$ cat src/rtl/tcpc_rx_msg_if.sv
// PHY receive stream into the TCPC RX message engine: frame delimiters,
// byte strobe, CRC verdict and the Hard Reset ordered-set detect.
interface tcpc_rx_msg_if;
  logic       sop;
  logic [2:0] frame_type;
  logic       valid;
  logic [7:0] rx_byte;
  logic       eop;
  logic       crc_ok;
  logic       hard_reset;

  modport master (output sop, frame_type, valid, rx_byte, eop, crc_ok, hard_reset);
  modport slave  (input  sop, frame_type, valid, rx_byte, eop, crc_ok, hard_reset);
endinterface

$ cat src/rtl/tcpc_rx_msg.sv
// TCPC receive-path message engine. Stages an inbound PHY frame, validates
// type enable, CRC and length, requests GoodCRC from the TX block, and commits
// accepted messages into the RX buffer registers read by the TCPM.
// Optional build macro RX_DISCARD_DUP_EN: remember MessageID and frame type of
// the last committed message; a matching retransmission is acknowledged but
// not committed again.
module tcpc_rx_msg #(
  parameter int MAX_BYTES   = 30,
  parameter int ACK_TIMEOUT = 255
) (
  input  logic                       clk,
  input  logic                       rst_n,
  tcpc_rx_msg_if.slave               phy,
  input  logic [7:0]                 receive_detect,
  input  logic                       alert_rx_clear,
  input  logic                       good_crc_ack,
  output logic                       good_crc_request,
  output logic                       good_crc_response,
  output logic [7:0]                 rx_buf_frame_type,
  output logic [7:0]                 rx_buf_header_byte_0,
  output logic [7:0]                 rx_buf_header_byte_1,
  output logic [8*(MAX_BYTES-2)-1:0] rx_buf_data_objects,
  output logic [7:0]                 rx_buf_byte_count,
  output logic                       alert_received_sop_message_status,
  output logic                       alert_rx_buffer_overflow,
  output logic                       alert_received_hard_reset
);

  localparam int DATA_BYTES = MAX_BYTES - 2;
  localparam int CW         = $clog2(MAX_BYTES + 1);
  localparam int TW         = $clog2(ACK_TIMEOUT + 1);

  typedef enum logic [2:0] {S_IDLE, S_RECV, S_CHECK, S_ACK, S_DROP} state_t;

  state_t         state_q, state_d;

  // Staging: bytes of the frame in flight plus its attributes.
  logic [7:0]     stage_mem [MAX_BYTES];
  logic [CW-1:0]  cnt_q;
  logic [2:0]     ftype_q;
  logic           crc_ok_q;
  logic           dup_q;
  logic [TW-1:0]  ack_tmr_q;

  logic [2:0]     ndo;
  logic           frame_ok, is_good_crc, is_dup, ack_expired;
  logic           frame_start, byte_wr, eop_seen, enter_ack, commit, set_ovf, set_resp;

  assign ndo         = stage_mem[1][6:4];
  assign frame_ok    = crc_ok_q && receive_detect[ftype_q] && (cnt_q >= CW'(2)) &&
                       ((cnt_q - CW'(2)) == CW'({ndo, 2'b00}));
  assign is_good_crc = (stage_mem[0][4:0] == 5'b00001) && (ndo == 3'd0);
  assign ack_expired = (ack_tmr_q == TW'(ACK_TIMEOUT - 1));

  assign good_crc_request = (state_q == S_ACK);

`ifdef RX_DISCARD_DUP_EN
  logic [2:0] last_id_q;
  logic [2:0] last_type_q;
  logic       last_vld_q;

  assign is_dup = last_vld_q && (last_id_q == stage_mem[1][3:1]) && (last_type_q == ftype_q);

  // Remember identity of the last committed message; forgotten on hard reset.
  always_ff @(posedge clk or negedge rst_n) begin
    if (!rst_n) begin
      last_id_q   <= '0;
      last_type_q <= '0;
      last_vld_q  <= 1'b0;
    end else if (phy.hard_reset) begin
      last_id_q   <= '0;
      last_type_q <= '0;
      last_vld_q  <= 1'b0;
    end else if (commit) begin
      last_id_q   <= stage_mem[1][3:1];
      last_type_q <= ftype_q;
      last_vld_q  <= 1'b1;
    end
  end
`else
  assign is_dup = 1'b0;
`endif

  // State register.
  always_ff @(posedge clk or negedge rst_n) begin
    // NOTE: state and datapath registers use <= so every flop samples pre-edge values.
    if (!rst_n) state_q <= S_IDLE;
    else        state_q <= state_d;
  end

  // Next-state decode and single-cycle datapath strobes.
  always_comb begin
    // NOTE: every output of this block gets a default first, so no path infers a latch.
    state_d     = state_q;
    frame_start = 1'b0;
    byte_wr     = 1'b0;
    eop_seen    = 1'b0;
    enter_ack   = 1'b0;
    commit      = 1'b0;
    set_ovf     = 1'b0;
    set_resp    = 1'b0;
    case (state_q)
      S_IDLE: begin
        if (phy.sop) begin
          frame_start = 1'b1;
          state_d     = S_RECV;
        end
      end
      S_RECV: begin
        if (phy.sop) begin
          frame_start = 1'b1;
        end else if (phy.valid && (cnt_q == CW'(MAX_BYTES))) begin
          // Oversized frame: if it also ends here there is no EOP left to wait for.
          state_d = phy.eop ? S_IDLE : S_DROP;
        end else begin
          byte_wr = phy.valid;
          if (phy.eop) begin
            eop_seen = 1'b1;
            state_d  = S_CHECK;
          end
        end
      end
      S_CHECK: begin
        state_d = S_IDLE;
        if (frame_ok) begin
          if (is_good_crc) begin
            set_resp = 1'b1;
          end else if (is_dup || !alert_received_sop_message_status) begin
            enter_ack = 1'b1;
            state_d   = S_ACK;
          end else begin
            set_ovf = 1'b1;
          end
        end
      end
      S_ACK: begin
        if (good_crc_ack) begin
          commit  = !dup_q;
          state_d = S_IDLE;
        end else if (ack_expired) begin
          state_d = S_IDLE;
        end
      end
      S_DROP: begin
        if (phy.eop) state_d = S_IDLE;
      end
      default: state_d = S_IDLE;
    endcase
    if (phy.hard_reset) state_d = S_IDLE;
  end

  // Staging, RX buffer commit and alert flags.
  always_ff @(posedge clk or negedge rst_n) begin
    if (!rst_n) begin
      // NOTE: staging memory is reset explicitly because it must read as zero after reset.
      for (int i = 0; i < MAX_BYTES; i++) stage_mem[i] <= '0;
      cnt_q                             <= '0;
      ftype_q                           <= '0;
      crc_ok_q                          <= 1'b0;
      dup_q                             <= 1'b0;
      ack_tmr_q                         <= '0;
      good_crc_response                 <= 1'b0;
      rx_buf_frame_type                 <= '0;
      rx_buf_header_byte_0              <= '0;
      rx_buf_header_byte_1              <= '0;
      rx_buf_data_objects               <= '0;
      rx_buf_byte_count                 <= '0;
      alert_received_sop_message_status <= 1'b0;
      alert_rx_buffer_overflow          <= 1'b0;
      alert_received_hard_reset         <= 1'b0;
    end else if (phy.hard_reset) begin
      for (int i = 0; i < MAX_BYTES; i++) stage_mem[i] <= '0;
      cnt_q                             <= '0;
      ftype_q                           <= '0;
      crc_ok_q                          <= 1'b0;
      dup_q                             <= 1'b0;
      ack_tmr_q                         <= '0;
      good_crc_response                 <= 1'b0;
      rx_buf_frame_type                 <= '0;
      rx_buf_header_byte_0              <= '0;
      rx_buf_header_byte_1              <= '0;
      rx_buf_data_objects               <= '0;
      rx_buf_byte_count                 <= '0;
      alert_received_sop_message_status <= 1'b0;
      alert_rx_buffer_overflow          <= 1'b0;
      alert_received_hard_reset         <= 1'b1;
    end else begin
      alert_received_hard_reset <= 1'b0;
      good_crc_response         <= set_resp;

      if (frame_start) begin
        cnt_q   <= '0;
        ftype_q <= phy.frame_type;
      end else if (byte_wr) begin
        stage_mem[cnt_q] <= phy.rx_byte;
        cnt_q            <= cnt_q + CW'(1);
      end
      if (eop_seen) crc_ok_q <= phy.crc_ok;

      if (enter_ack) begin
        dup_q     <= is_dup;
        ack_tmr_q <= '0;
      end else if (state_q == S_ACK) begin
        ack_tmr_q <= ack_tmr_q + TW'(1);
      end

      if (commit) begin
        rx_buf_frame_type    <= {5'b0, ftype_q};
        rx_buf_header_byte_0 <= stage_mem[0];
        rx_buf_header_byte_1 <= stage_mem[1];
        rx_buf_byte_count    <= 8'(cnt_q) + 8'd1;
        for (int k = 0; k < DATA_BYTES; k++) rx_buf_data_objects[8*k +: 8] <= stage_mem[k+2];
      end

      // A commit beats a simultaneous clear; a lost message beats a clear.
      if (commit)              alert_received_sop_message_status <= 1'b1;
      else if (alert_rx_clear) alert_received_sop_message_status <= 1'b0;
      if (set_ovf)             alert_rx_buffer_overflow <= 1'b1;
      else if (alert_rx_clear) alert_rx_buffer_overflow <= 1'b0;
    end
  end

endmodule

$ cat src/flat_wrapper.sv
// flat-port wrapper written by rule: the top's interface ports become plain ports
module tcpc_rx_msg_flat 
#(
  parameter int MAX_BYTES   = 30,
  parameter int ACK_TIMEOUT = 255
)
  (clk, rst_n, receive_detect, alert_rx_clear, good_crc_ack, good_crc_request, good_crc_response, rx_buf_frame_type, rx_buf_header_byte_0, rx_buf_header_byte_1, rx_buf_data_objects, rx_buf_byte_count, alert_received_sop_message_status, alert_rx_buffer_overflow, alert_received_hard_reset, phy_sop, phy_frame_type, phy_valid, phy_rx_byte, phy_eop, phy_crc_ok, phy_hard_reset);
  tcpc_rx_msg_if phy_i ();
  input  logic clk;
  input  logic rst_n;
  input  logic [7:0] receive_detect;
  input  logic alert_rx_clear;
  input  logic good_crc_ack;
  output logic good_crc_request;
  output logic good_crc_response;
  output logic [7:0] rx_buf_frame_type;
  output logic [7:0] rx_buf_header_byte_0;
  output logic [7:0] rx_buf_header_byte_1;
  output logic [8*(MAX_BYTES-2)-1:0] rx_buf_data_objects;
  output logic [7:0] rx_buf_byte_count;
  output logic alert_received_sop_message_status;
  output logic alert_rx_buffer_overflow;
  output logic alert_received_hard_reset;
  input wire logic [$bits(phy_i.sop)-1:0] phy_sop;
  input wire logic [$bits(phy_i.frame_type)-1:0] phy_frame_type;
  input wire logic [$bits(phy_i.valid)-1:0] phy_valid;
  input wire logic [$bits(phy_i.rx_byte)-1:0] phy_rx_byte;
  input wire logic [$bits(phy_i.eop)-1:0] phy_eop;
  input wire logic [$bits(phy_i.crc_ok)-1:0] phy_crc_ok;
  input wire logic [$bits(phy_i.hard_reset)-1:0] phy_hard_reset;
  assign phy_i.sop = phy_sop;
  assign phy_i.frame_type = phy_frame_type;
  assign phy_i.valid = phy_valid;
  assign phy_i.rx_byte = phy_rx_byte;
  assign phy_i.eop = phy_eop;
  assign phy_i.crc_ok = phy_crc_ok;
  assign phy_i.hard_reset = phy_hard_reset;
  tcpc_rx_msg #(.MAX_BYTES(MAX_BYTES), .ACK_TIMEOUT(ACK_TIMEOUT)) u_core (.clk(clk), .rst_n(rst_n), .phy(phy_i), .receive_detect(receive_detect), .alert_rx_clear(alert_rx_clear), .good_crc_ack(good_crc_ack), .good_crc_request(good_crc_request), .good_crc_response(good_crc_response), .rx_buf_frame_type(rx_buf_frame_type), .rx_buf_header_byte_0(rx_buf_header_byte_0), .rx_buf_header_byte_1(rx_buf_header_byte_1), .rx_buf_data_objects(rx_buf_data_objects), .rx_buf_byte_count(rx_buf_byte_count), .alert_received_sop_message_status(alert_received_sop_message_status), .alert_rx_buffer_overflow(alert_rx_buffer_overflow), .alert_received_hard_reset(alert_received_hard_reset));
endmodule
$ cat config.mk
export PLATFORM = sky130hd
export DESIGN_NAME = tcpc_rx_msg_flat
export DESIGN_NICKNAME = d
export VERILOG_FILES = /design/src/rtl/tcpc_rx_msg_if.sv /design/src/rtl/tcpc_rx_msg.sv /design/src/flat_wrapper.sv
export SDC_FILE = /design/constraint.sdc
export NUM_CORES = 1
export LEC_CHECK = 0
export ABC_AREA = 1
export CORE_AREA = 3 3 245 247
export CTS_BUF_LIST = sky130_fd_sc_hd__clkbuf_2
export DETAILED_ROUTE_END_ITERATION = 16
export DIE_AREA = 0 0 248 250
export RECOVER_POWER = 100
export SLEW_MARGIN = 10
export SYNTH_ARGS = -nofsm -noshare
export SYNTH_HDL_FRONTEND = slang
export SYNTH_SLANG_ARGS = --single-unit
$ cat constraint.sdc
create_clock -name clk -period 3.15 [get_ports clk]
set_input_delay 0.4725 -clock clk [delete_from_list [all_inputs] [get_ports clk]]
set_output_delay 0.4725 -clock clk [all_outputs]
set_load 0.02 [all_outputs]
==> impl_metrics.toml <==
[status]
outcome = "complete, but fails checks"
violations = "capacitance limit, slew limit"

[detailed_routing]
wl_mm = 62.5
via_per_inst = 4.91
first_iter_violations = 1240
ant_nets = 0
vias = 16701
wl_per_cell_um = 18.4
first_pass_iters = 5
drc_errors = 0

[synth]
synthTopCellsByCount = "nand2_1 (805), dfrtp_1 (513), nand3_1 (257), o21ai_0 (222), inv_1 (69)"
post-synth-top-count-cell = "nand2_1"
async_flop_share = 1.00
synth_top_cell_by_area = "dfrtp_1"
ys_types = 32
synth_area_per_cell_um2 = 9.30
synthesis.area_mm2 = 0.0202
ys_seq_elements = 513
syn_inst = 2171
synth-edff-count = 0
yosys-top-cells-area = "dfrtp_1 (64%), nand2_1 (15%), nand3_1 (6.4%), o21ai_0 (5.5%), inv_1 (1.3%)"
seq_area_frac_synth = 0.636
ys.flop_type = "dfrtp_1"
yosys_warnings = 0
netlist.area_leader.share = 0.636

[placed_design]
numPortBuffers = 281
gp_congestion = 0.842
hpwl_mm = 39.9
dp_slack_ps = 465

[grt]
grt_pass1_vias = 17108
track_usage = 0.204
gr-total-overflow = 0
grt_pass1_wl_mm = 98.0
antenna_found_initial = 3
grt_max_degree = 136

[clocking]
worst_skew_pair.late_latency_ps = 1260
tritoncts = "built"
clockRootBuffer = "clkbuf_2"
clk_pin_slew_ps = 90
clk_path_buf_depth = 3
numCtsBuffers = 138
cts_setup_buffers = 0
cts_max_level = 4
cts.sinks = 513

[critical_path]
critPathKind = "reg -> reg"
arrival_ps = 4110
cp-end-kind = "flop"
crit_required_ps = 4270
slowest_delay_ps = 550
cp-start-kind = "flop"
path_cells = "nand2_1 -> nor2_1 -> nand3_1 -> inv_1 -> nor2_1 -> nand3_1 -> nand3b_1 -> dlygate4sd3_1 -> nand2_1 -> dlygate4sd3_1"
crit_fanout = 8
crit_slowest_cell = "dlygate4sd3_1"

[floorplan]
die-area_mm2 = 0.0620
initial_core_util = 0.349
coreArea_mm2 = 0.0578
fp.dieW_um = 248
dieHeight_um = 250
io_pins = 289
num_rows = 88

[job]
maxCapViolations = 2

[timing]
final_hold_viol_count = 0
worst_slew_pin_slew_ps = 1780
relSlewSlack = -0.190
timing.fmax_mhz = 335
clock_skew_ps = 104
maxSlewViolCount = 92
fin_crit_ps = 2980
setup_viol = 0
fin_ws_ps = 168
tns_ps = 0
grt_setup_unrepaired = "no"
min_period_over_period = 0.947

[power_and_ir_drop]
leakagePower_nw = 13.3
peakVddDrop_mv = 0.227
finalPower_mw = 12.4
pwr_density_cell_mw_per_mm2 = 491

[layout]
nNetsFinal = 2578
syn_to_final_growth_pct = 24.9
drive_above_1_share = 0.0982

[worst_hold_path]
hold_class = "in -> reg"
[power breakdown]
group	switching (mW)	internal, mW	total [mW]
combinational	0.650	0.195	0.845
clock	2.82	2.07	4.89
sequential	0.0371	6.61	6.64
total	3.51	8.87	12.4
[sequential cells by signal, indices dropped and copies added, names as in the netlist]
signal	cells
u_core.cnt_q	5
u_core.rx_buf_header_byte_0	8
u_core.ndo	3
u_core.rx_buf_data_objects	224
u_core.good_crc_response	1
u_core.state_q	3
u_core.alert_received_hard_reset	1
u_core.ack_tmr_q	8
u_core.rx_buf_frame_type	3
u_core.alert_received_sop_message_status	1
u_core.rx_buf_header_byte_1	8
u_core.crc_ok_q	1
u_core.rx_buf_byte_count	6
u_core.stage_mem	237
u_core.ftype_q	3
u_core.alert_rx_buffer_overflow	1
[final timing paths]
path | startpoint | endpoint | slack (ps) | depth (start not counted)
max | u_core.cnt_q[3] | u_core.crc_ok_q | 170 | 10
min | receive_detect[0] | u_core.state_q[1] | 270 | 9
max reg2reg | u_core.cnt_q[3] | u_core.crc_ok_q | 170 | 10
min reg2reg | u_core.stage_mem[74] | u_core.rx_buf_data_objects[146] | 450 | 2
max in group asynchronous | rst_n | u_core.rx_buf_frame_type[1] | 280 | 4
min in group asynchronous | rst_n | u_core.rx_buf_data_objects[16] | 1530 | 4
[worst max-delay path: cells and delay by family (launching register included)]
family        cells  cell delay (ps)
flops             1              540
buf+inv           3             1230
simple gates      7             1090
[layer usage]
metal  track usage  vias to the layer above  wire (um)
li1              -                     7830          -
met1         0.272                     8155      27000
met2         0.319                      601      29400
met3        0.0534                      113       4260
met4        0.0819                        2       1760
met5             0                        -          9
[final cells by class]
cell class,count,area [um^2]
fill,5667,32600
sequential,513,12800
multi-input combinational,1470,6420
timing repair buffer,347,3440
clock buffer,194,971
tap,765,957
clock inverter,42,312
inverter,72,278
antenna,1,2.50
[through the flow]
step / hold slack (ps) / utilization / instances / cell area, um^2
after global routing: 265 / 0.436 / 3404 / 25200
after CTS: 40.5 / 0.441 / 3403 / 25500
after global placement: 464 / 0.413 / 3137 / 23900
final: 272 / 0.436 / 3404 / 25200
after floorplan: 177 / - / 2177 / 20200
after detailed placement: 465 / 0.413 / 3137 / 23900
[layout by cell type (no fill, tap or decap), types with 4 or more instances in the layout]
cell,instances
buf_4,9
bufinv_16,5
nor3_1,5
nand2_1,811
dfrtp_1,512
xor2_1,4
buf_12,10
o21ai_0,254
nor2_1,66
clkdlybuf4s50_1,25
clkbuf_1,9
nand3_1,257
o21ai_1,30
clkbuf_2,202
clkinv_2,5
clkinv_1,25
conb_1,7
o21ai_2,7
dlygate4sd3_1,282
inv_1,69
ha_1,8
inv_2,5
[what timing repair did]
item	in CTS	in global routing
hold buffers	30	0
hold endpoints to repair	802	0
gates cloned	0	0
gates resized for setup	1	1
setup endpoints to repair	1	1
[logic make-up after synthesis]
family                     share of synthesized area
DFF                                            0.636
xor gates and xnor gates                     0.00260
AOI/OAI and AO/OA                             0.0792
buffers and inverters                         0.0426
and+or+nand+nor                                0.234
adders and majority gates                    0.00496
other                                       0.000186
No activity file was read; power rests on OpenSTA's default activity.
